--- src/rtl/rollover_monitor_pkg.sv ---
// Shared types and constants for the rollover monitor: event kind, event record
// layout and drop-counter width.
package rollover_monitor_pkg;

    localparam int DROP_CNT_W = 8;
    localparam int EVT_TS_W   = 16;
    localparam int TOTAL_W    = 16;

    typedef enum logic {
        EVT_UP = 1'b0,
        EVT_DN = 1'b1
    } evt_kind_e;

    typedef struct packed {
        logic [EVT_TS_W-1:0] ts;
        evt_kind_e           kind;
        logic                load;
    } evt_rec_t;

    // Increment that sticks at all-ones instead of wrapping.
    function automatic logic [DROP_CNT_W-1:0] sat_inc_drop(input logic [DROP_CNT_W-1:0] v);
        return (v == '1) ? v : v + 1'b1;
    endfunction

endpackage

--- src/rtl/rollover_monitor_if.sv ---
// Valid/ready event stream carrying one detected wrap event per transfer.
interface rollover_monitor_if #(
    parameter int TS_W = 16
) ();

    logic            evt_valid;
    logic            evt_ready;
    logic [TS_W-1:0] evt_ts;
    logic            evt_kind;
    logic            evt_load;

    modport master (
        output evt_valid,
        output evt_ts,
        output evt_kind,
        output evt_load,
        input  evt_ready
    );

    modport slave (
        input  evt_valid,
        input  evt_ts,
        input  evt_kind,
        input  evt_load,
        output evt_ready
    );

endinterface

--- src/rtl/rollover_fifo.sv ---
// Single-clock event FIFO; a push into a full FIFO is only accepted when a pop
// retires the head on the same edge.
module rollover_fifo #(
    parameter  int DW    = 18,
    parameter  int DEPTH = 4,
    localparam int AW    = $clog2(DEPTH),
    localparam int LW    = $clog2(DEPTH + 1)
) (
    input  logic          clk,
    input  logic          rstn,
    input  logic          clr,
    input  logic          push,
    input  logic          pop,
    input  logic [DW-1:0] wdata,
    output logic [DW-1:0] rdata,
    output logic          full,
    output logic          empty,
    output logic [LW-1:0] level
);

    logic [DW-1:0] mem [DEPTH];
    logic [AW-1:0] wr_ptr;
    logic [AW-1:0] rd_ptr;
    logic          wr_en;
    logic          rd_en;

    assign full  = (level == LW'(DEPTH));
    assign empty = (level == '0);
    assign rd_en = pop && !empty;
    assign wr_en = push && (!full || rd_en);
    assign rdata = mem[rd_ptr];

    always_ff @(posedge clk or negedge rstn) begin
        if (!rstn) begin
            wr_ptr <= '0;
            rd_ptr <= '0;
            level  <= '0;
        end else if (clr) begin
            wr_ptr <= '0;
            rd_ptr <= '0;
            level  <= '0;
        end else begin
            if (wr_en) wr_ptr <= wr_ptr + 1'b1;
            if (rd_en) rd_ptr <= rd_ptr + 1'b1;
            case ({wr_en, rd_en})
                2'b10:   level <= level + 1'b1;
                2'b01:   level <= level - 1'b1;
                default: level <= level;
            endcase
        end
    end

    // Storage needs no reset: nothing is read out while the FIFO is empty.
    always_ff @(posedge clk) begin
        if (wr_en && !clr) mem[wr_ptr] <= wdata;
    end

endmodule

--- src/rtl/rollover_monitor.sv ---
// Watches an upstream counter for up/down wraps, timestamps them and queues them
// on a valid/ready stream. Optional macro ROLLOVER_MONITOR_TOTAL_EN adds evt_total.
module rollover_monitor
    import rollover_monitor_pkg::*;
#(
    parameter  int WIDTH = 4,
    parameter  int TS_W  = 16,
    parameter  int DEPTH = 4,
    localparam int LVL_W = $clog2(DEPTH + 1)
) (
    input  logic                  clk,
    input  logic                  rstn,
    input  logic [WIDTH-1:0]      count,
    input  logic                  rollover,
    input  logic                  down,
    input  logic                  load_en,
    input  logic                  clr,
    rollover_monitor_if.master    evt,
    output logic [LVL_W-1:0]      fifo_level,
    output logic                  overflow,
    output logic [DROP_CNT_W-1:0] drop_cnt
`ifdef ROLLOVER_MONITOR_TOTAL_EN
    ,
    output logic [TOTAL_W-1:0]    evt_total
`endif
);

    logic            rollover_q;
    logic            zero_q;
    logic            load_en_q;
    logic [TS_W-1:0] ts;

    logic            count_zero;
    logic            det_up;
    logic            det_dn;
    logic            det;
    logic            push;
    logic            pop;
    logic            drop;
    logic            full;
    logic            empty;
    evt_kind_e       wr_kind;
    logic [TS_W+1:0] wdata;
    logic [TS_W+1:0] rdata;

    assign count_zero = (count == '0);

    // All-ones and zero are exclusive, so the two detectors never fire together.
    assign det_up  = rollover && !rollover_q;
    assign det_dn  = count_zero && !zero_q && down;
    assign det     = det_up || det_dn;
    assign wr_kind = det_dn ? EVT_DN : EVT_UP;

    assign push  = det && !clr;
    assign pop   = !empty && evt.evt_ready && !clr;
    assign drop  = push && full && !pop;
    assign wdata = {ts, wr_kind, load_en_q};

    // History keeps tracking through clr; zero_q starts high so the upstream
    // reset value of 0 does not look like a fresh down-wrap.
    always_ff @(posedge clk or negedge rstn) begin
        if (!rstn) begin
            rollover_q <= 1'b0;
            zero_q     <= 1'b1;
            load_en_q  <= 1'b0;
        end else begin
            rollover_q <= rollover;
            zero_q     <= count_zero;
            load_en_q  <= load_en;
        end
    end

    always_ff @(posedge clk or negedge rstn) begin
        if (!rstn) begin
            ts <= '0;
        end else if (clr) begin
            ts <= '0;
        end else begin
            ts <= ts + 1'b1;
        end
    end

    always_ff @(posedge clk or negedge rstn) begin
        if (!rstn) begin
            drop_cnt <= '0;
            overflow <= 1'b0;
        end else if (clr) begin
            drop_cnt <= '0;
            overflow <= 1'b0;
        end else if (drop) begin
            drop_cnt <= sat_inc_drop(drop_cnt);
            overflow <= 1'b1;
        end
    end

`ifdef ROLLOVER_MONITOR_TOTAL_EN
    always_ff @(posedge clk or negedge rstn) begin
        if (!rstn) begin
            evt_total <= '0;
        end else if (clr) begin
            evt_total <= '0;
        end else if (push && (evt_total != '1)) begin
            evt_total <= evt_total + 1'b1;
        end
    end
`endif

    rollover_fifo #(
        .DW    (TS_W + 2),
        .DEPTH (DEPTH)
    ) u_fifo (
        .clk   (clk),
        .rstn  (rstn),
        .clr   (clr),
        .push  (push),
        .pop   (pop),
        .wdata (wdata),
        .rdata (rdata),
        .full  (full),
        .empty (empty),
        .level (fifo_level)
    );

    // Fields are forced to zero while empty so reset clears them immediately.
    assign evt.evt_valid = !empty;
    assign evt.evt_ts    = empty ? '0 : rdata[TS_W+1:2];
    assign evt.evt_kind  = !empty && rdata[1];
    assign evt.evt_load  = !empty && rdata[0];

endmodule

--- src/flat_wrapper.sv ---
// flat-port wrapper written by rule: the top's interface ports become plain ports
module rollover_monitor_flat import rollover_monitor_pkg::*;
#(
    parameter  int WIDTH = 4,
    parameter  int TS_W  = 16,
    parameter  int DEPTH = 4,
    localparam int LVL_W = $clog2(DEPTH + 1)
)
  (clk, rstn, count, rollover, down, load_en, clr, fifo_level, overflow, drop_cnt, evt_evt_valid, evt_evt_ts, evt_evt_kind, evt_evt_load, evt_evt_ready);
  rollover_monitor_if #(.TS_W(TS_W)) evt_i ();
  input  logic clk;
  input  logic rstn;
  input  logic [WIDTH-1:0] count;
  input  logic rollover;
  input  logic down;
  input  logic load_en;
  input  logic clr;
  output logic [LVL_W-1:0] fifo_level;
  output logic overflow;
  output logic [DROP_CNT_W-1:0] drop_cnt;
  output wire logic [$bits(evt_i.evt_valid)-1:0] evt_evt_valid;
  output wire logic [$bits(evt_i.evt_ts)-1:0] evt_evt_ts;
  output wire logic [$bits(evt_i.evt_kind)-1:0] evt_evt_kind;
  output wire logic [$bits(evt_i.evt_load)-1:0] evt_evt_load;
  input wire logic [$bits(evt_i.evt_ready)-1:0] evt_evt_ready;
  assign evt_evt_valid = evt_i.evt_valid;
  assign evt_evt_ts = evt_i.evt_ts;
  assign evt_evt_kind = evt_i.evt_kind;
  assign evt_evt_load = evt_i.evt_load;
  assign evt_i.evt_ready = evt_evt_ready;
  rollover_monitor #(.WIDTH(WIDTH), .TS_W(TS_W), .DEPTH(DEPTH)) u_core (.clk(clk), .rstn(rstn), .count(count), .rollover(rollover), .down(down), .load_en(load_en), .clr(clr), .evt(evt_i), .fifo_level(fifo_level), .overflow(overflow), .drop_cnt(drop_cnt));
endmodule
--- config.mk ---
export PLATFORM = sky130hd
export DESIGN_NAME = rollover_monitor_flat
export DESIGN_NICKNAME = d
export VERILOG_FILES = /design/src/rtl/rollover_monitor_pkg.sv /design/src/rtl/rollover_monitor_if.sv /design/src/rtl/rollover_fifo.sv /design/src/rtl/rollover_monitor.sv /design/src/flat_wrapper.sv
export SDC_FILE = /design/constraint.sdc
export NUM_CORES = 1
export LEC_CHECK = 0
export ABC_AREA = 1
export BUFFER_PORTS_ARGS = -buffer_cell sky130_fd_sc_hd__buf_2
export CAP_MARGIN = 40
export CORE_MARGIN = 3
export CORE_UTILIZATION = 45
export DETAILED_ROUTE_END_ITERATION = 8
export PLACE_DENSITY_LB_ADDON = 0.15
export SYNTH_ARGS = -nofsm -noshare
export SYNTH_HDL_FRONTEND = slang
export SYNTH_SLANG_ARGS = --single-unit
--- constraint.sdc ---
create_clock -name clk -period 2.95 [get_ports clk]
set_input_delay 0.295 -clock clk [delete_from_list [all_inputs] [get_ports clk]]
set_output_delay 0.295 -clock clk [all_outputs]
set_load 0.03 [all_outputs]
==> results.sh <==
export IMPL_status="finished clean"
export IMPL_start_util=0.4716
export IMPL_num_vias=3227
export IMPL_routed_wl_microns=9159
export IMPL_synth_simple_gate_area_frac=0.1918
export IMPL_die_area_sq_um=11740
export IMPL_fill_cells=899
export IMPL_yosysWarnings=0
export IMPL_vias_per_cell=5.074
export IMPL_hold_viol=0
export IMPL_synth_area_leader_cell="edfxtp_1"
export IMPL_synth_compound_area_frac=0.08464
export IMPL_row_count=36
export IMPL_h_tree_depth=3
export IMPL_timing_fmax_mhz=404.4
export IMPL_synthXorXnorAreaFrac=0.01486
export IMPL_firstDrtPassIters=5
export IMPL_drcViolationCount=0
export IMPL_fp_dieH_microns=108.4
export IMPL_r2r_cells=12
export IMPL_skew_ps=14.01
export IMPL_grt_antenna_before_repair=0
export IMPL_layout_common_cells="nor2_1 (103), edfxtp_1 (72), nand2_1 (50)"
export IMPL_synth_nets=471
export IMPL_reg2reg_from="u_core.zero_q"
export IMPL_worstSetupStartpointType="register"
export IMPL_drv_cap=0
export IMPL_dieWidth_microns=108.4
export IMPL_clockBufferDepth=2
export IMPL_startpoint="u_core.u_fifo.level[0]"
export IMPL_gr_total_overflow=0
export IMPL_ctsHoldBuffers=0
export IMPL_grt_usage=0.1715
export IMPL_synth_area_sq_um=4716
export IMPL_final_util=0.5272
export IMPL_placedCellCount=620
export IMPL_drtIter0Drc=200
export IMPL_place_port_buffers=41
export IMPL_drive_gt1_frac=0.1690
export IMPL_worstMarginPinSlew_ps=808.1
export IMPL_insertion_delay_ps=360
export IMPL_fin_setup_tns_ps=0
export IMPL_synth_seq_area_share=0.6445
export IMPL_flow_area_growth_from_synthesis_pct=11.78
export IMPL_n_antenna_cell=0
export IMPL_syn_avg_cell_area_sq_um=10.41
export IMPL_path_clk_slew_ps=110
export IMPL_grt_pass1_wl_microns=15530
export IMPL_dp_hpwl_microns=6042
export IMPL_slew_headroom=0.4613
export IMPL_power_density_nw_per_um2=703.1
export IMPL_cts_setup_buffers=0
export IMPL_tritoncts="done"
export IMPL_cts_buffers=9
export IMPL_rsz0062_at_grt="false"
export IMPL_coreArea_sq_um=10000
export IMPL_routedWlPerCell_microns=14.40
export IMPL_gp_congestion=0.8402
export IMPL_r2r_end="u_core.u_fifo.level[2]"
export IMPL_boundaryPins=42
export IMPL_crit_arrival_ps=2180
export IMPL_synth_area_leaders="edfxtp_1 (46%), dfrtp_1 (18%), nor2_1 (8.2%), o21ai_0 (5.0%), nand2_1 (4.0%)"
export IMPL_postRouteAntennaNets=0
export IMPL_netlist_cell_type_count=31
export IMPL_grt_pass1_vias=3126
export IMPL_postCtsResizedCells=0
export IMPL_drv_slew=0
export IMPL_grt_max_degree=38
export IMPL_root_buffer="clkbuf_8"
export IMPL_crit_fanout=18
export IMPL_muxShareOfSynthArea=0
export IMPL_layout_commonest_cell="nor2_1"
export IMPL_synthAdderAreaFrac=0.02016
export IMPL_critPathKind="register to output port"
export IMPL_timing_reg2reg_setup_slack_ps=940
export IMPL_hold_class="input pin to asynchronous set/reset pin"
export IMPL_fin_nets=516
export IMPL_synth_seq_cells=107
export IMPL_synth_top_area_frac=0.4585
export IMPL_final_setup_viol_count=0
export IMPL_peakVddDrop_mv=0.5010
export IMPL_synth_top_family_by_area="simple AND/OR/NAND/NOR gates"
export IMPL_final_period_utilization=0.8383
export IMPL_power_leakage_nw=2.154
export IMPL_period_minus_slack_ps=2473
export IMPL_synthCells=453
export IMPL_endpoint_kind="output port"
export IMPL_required_ps=2650
export IMPL_whs_ps=13.43
export IMPL_clock_sinks=107
export IMPL_stdcell_count=636
export IMPL_cp_endpoint="evt_evt_ts[15]"
==> state kept, by name, summed over array words and instances (netlist names) <==
name / cells
u_core.u_fifo.mem: 72
u_core.ts: 16
u_core.drop_cnt: 8
u_core.u_fifo.level: 3
u_core.u_fifo.rd_ptr: 2
u_core.u_fifo.wr_ptr: 2
u_core.load_en_q: 1
u_core.overflow: 1
u_core.rollover_q: 1
u_core.zero_q: 1
==> worst max-delay path, stage by stage, from the launching register on <==
cell and delay (ps):
dfrtp_1 460, inv_2 100, nand3_4 120, clkinv_1 530
a21oi_1 360, buf_2 240
==> per-layer routing <==
metal  global-route usage  wire, microns
met4              0.05861            133
met3              0.03104            420
met5                    0              0
met1               0.2301           4213
met2               0.2824           4392
==> power by group <==
group,switching (mW),total [mW],internal (mW)
Sequential,0.0456,1.70,1.65
Combinational,0.848,1.16,0.309
Clock,0.526,0.853,0.328
==> through the flow <==
step | total power, mW | area [sq um] | setup slack, ps
after global placement | 2.887 | 5079 | 699.6
after floorplan | 2.572 | 4716 | 589.0
after CTS | 3.748 | 5271 | 420.9
after detailed placement | 2.905 | 5079 | 612.5
final | 3.706 | 5271 | 476.9
after global routing | 3.929 | 5271 | 274.1
==> synth_stat cells (all sizes together) <==
library cell    n
dfstp           1
clkbuf          6
nand2          56
buf            10
nor4            2
o21ai          50
fa              1
edfxtp         72
xor2            7
nor3            8
xnor2           1
nand3          21
clkinv          1
a21oi          29
inv            34
dfrtp          34
nand4           8
ha              6
nor2          106
==> cell type report <==
type	instances	area [sq um]	share of cell area
well taps	133	166.4	0.03157
flip-flops and latches	107	3039	0.5765
clock buffers	9	123.9	0.02350
inverters	35	131.4	0.02492
clock inverters	7	68.82	0.01305
multi-input cells	295	1469	0.2787
repair buffers	50	272.8	0.05174
==> cells by family after synthesis <==
group | after synthesis
AO/OA/AOI/OAI | 79
AND/OR/NAND/NOR | 201
adder cells (fa/ha/maj) | 7
buffers and inverters | 51
flip-flops | 107
XOR/XNOR | 8
==> how the worst min path moves through the flow <==
stage	slack (ps)	endpoint	depth (start not counted)	from
finish	10	u_core.drop_cnt[6]	1	rstn
global route	5	u_core.load_en_q	1	load_en
CTS	10	u_core.load_en_q	1	load_en
detailed placement	400	u_core.load_en_q	1	load_en
global placement	400	u_core.load_en_q	1	load_en
floorplan	-0.6	u_core.drop_cnt[0]	0	rstn
Note: power is estimated with default switching activity, not from simulation.
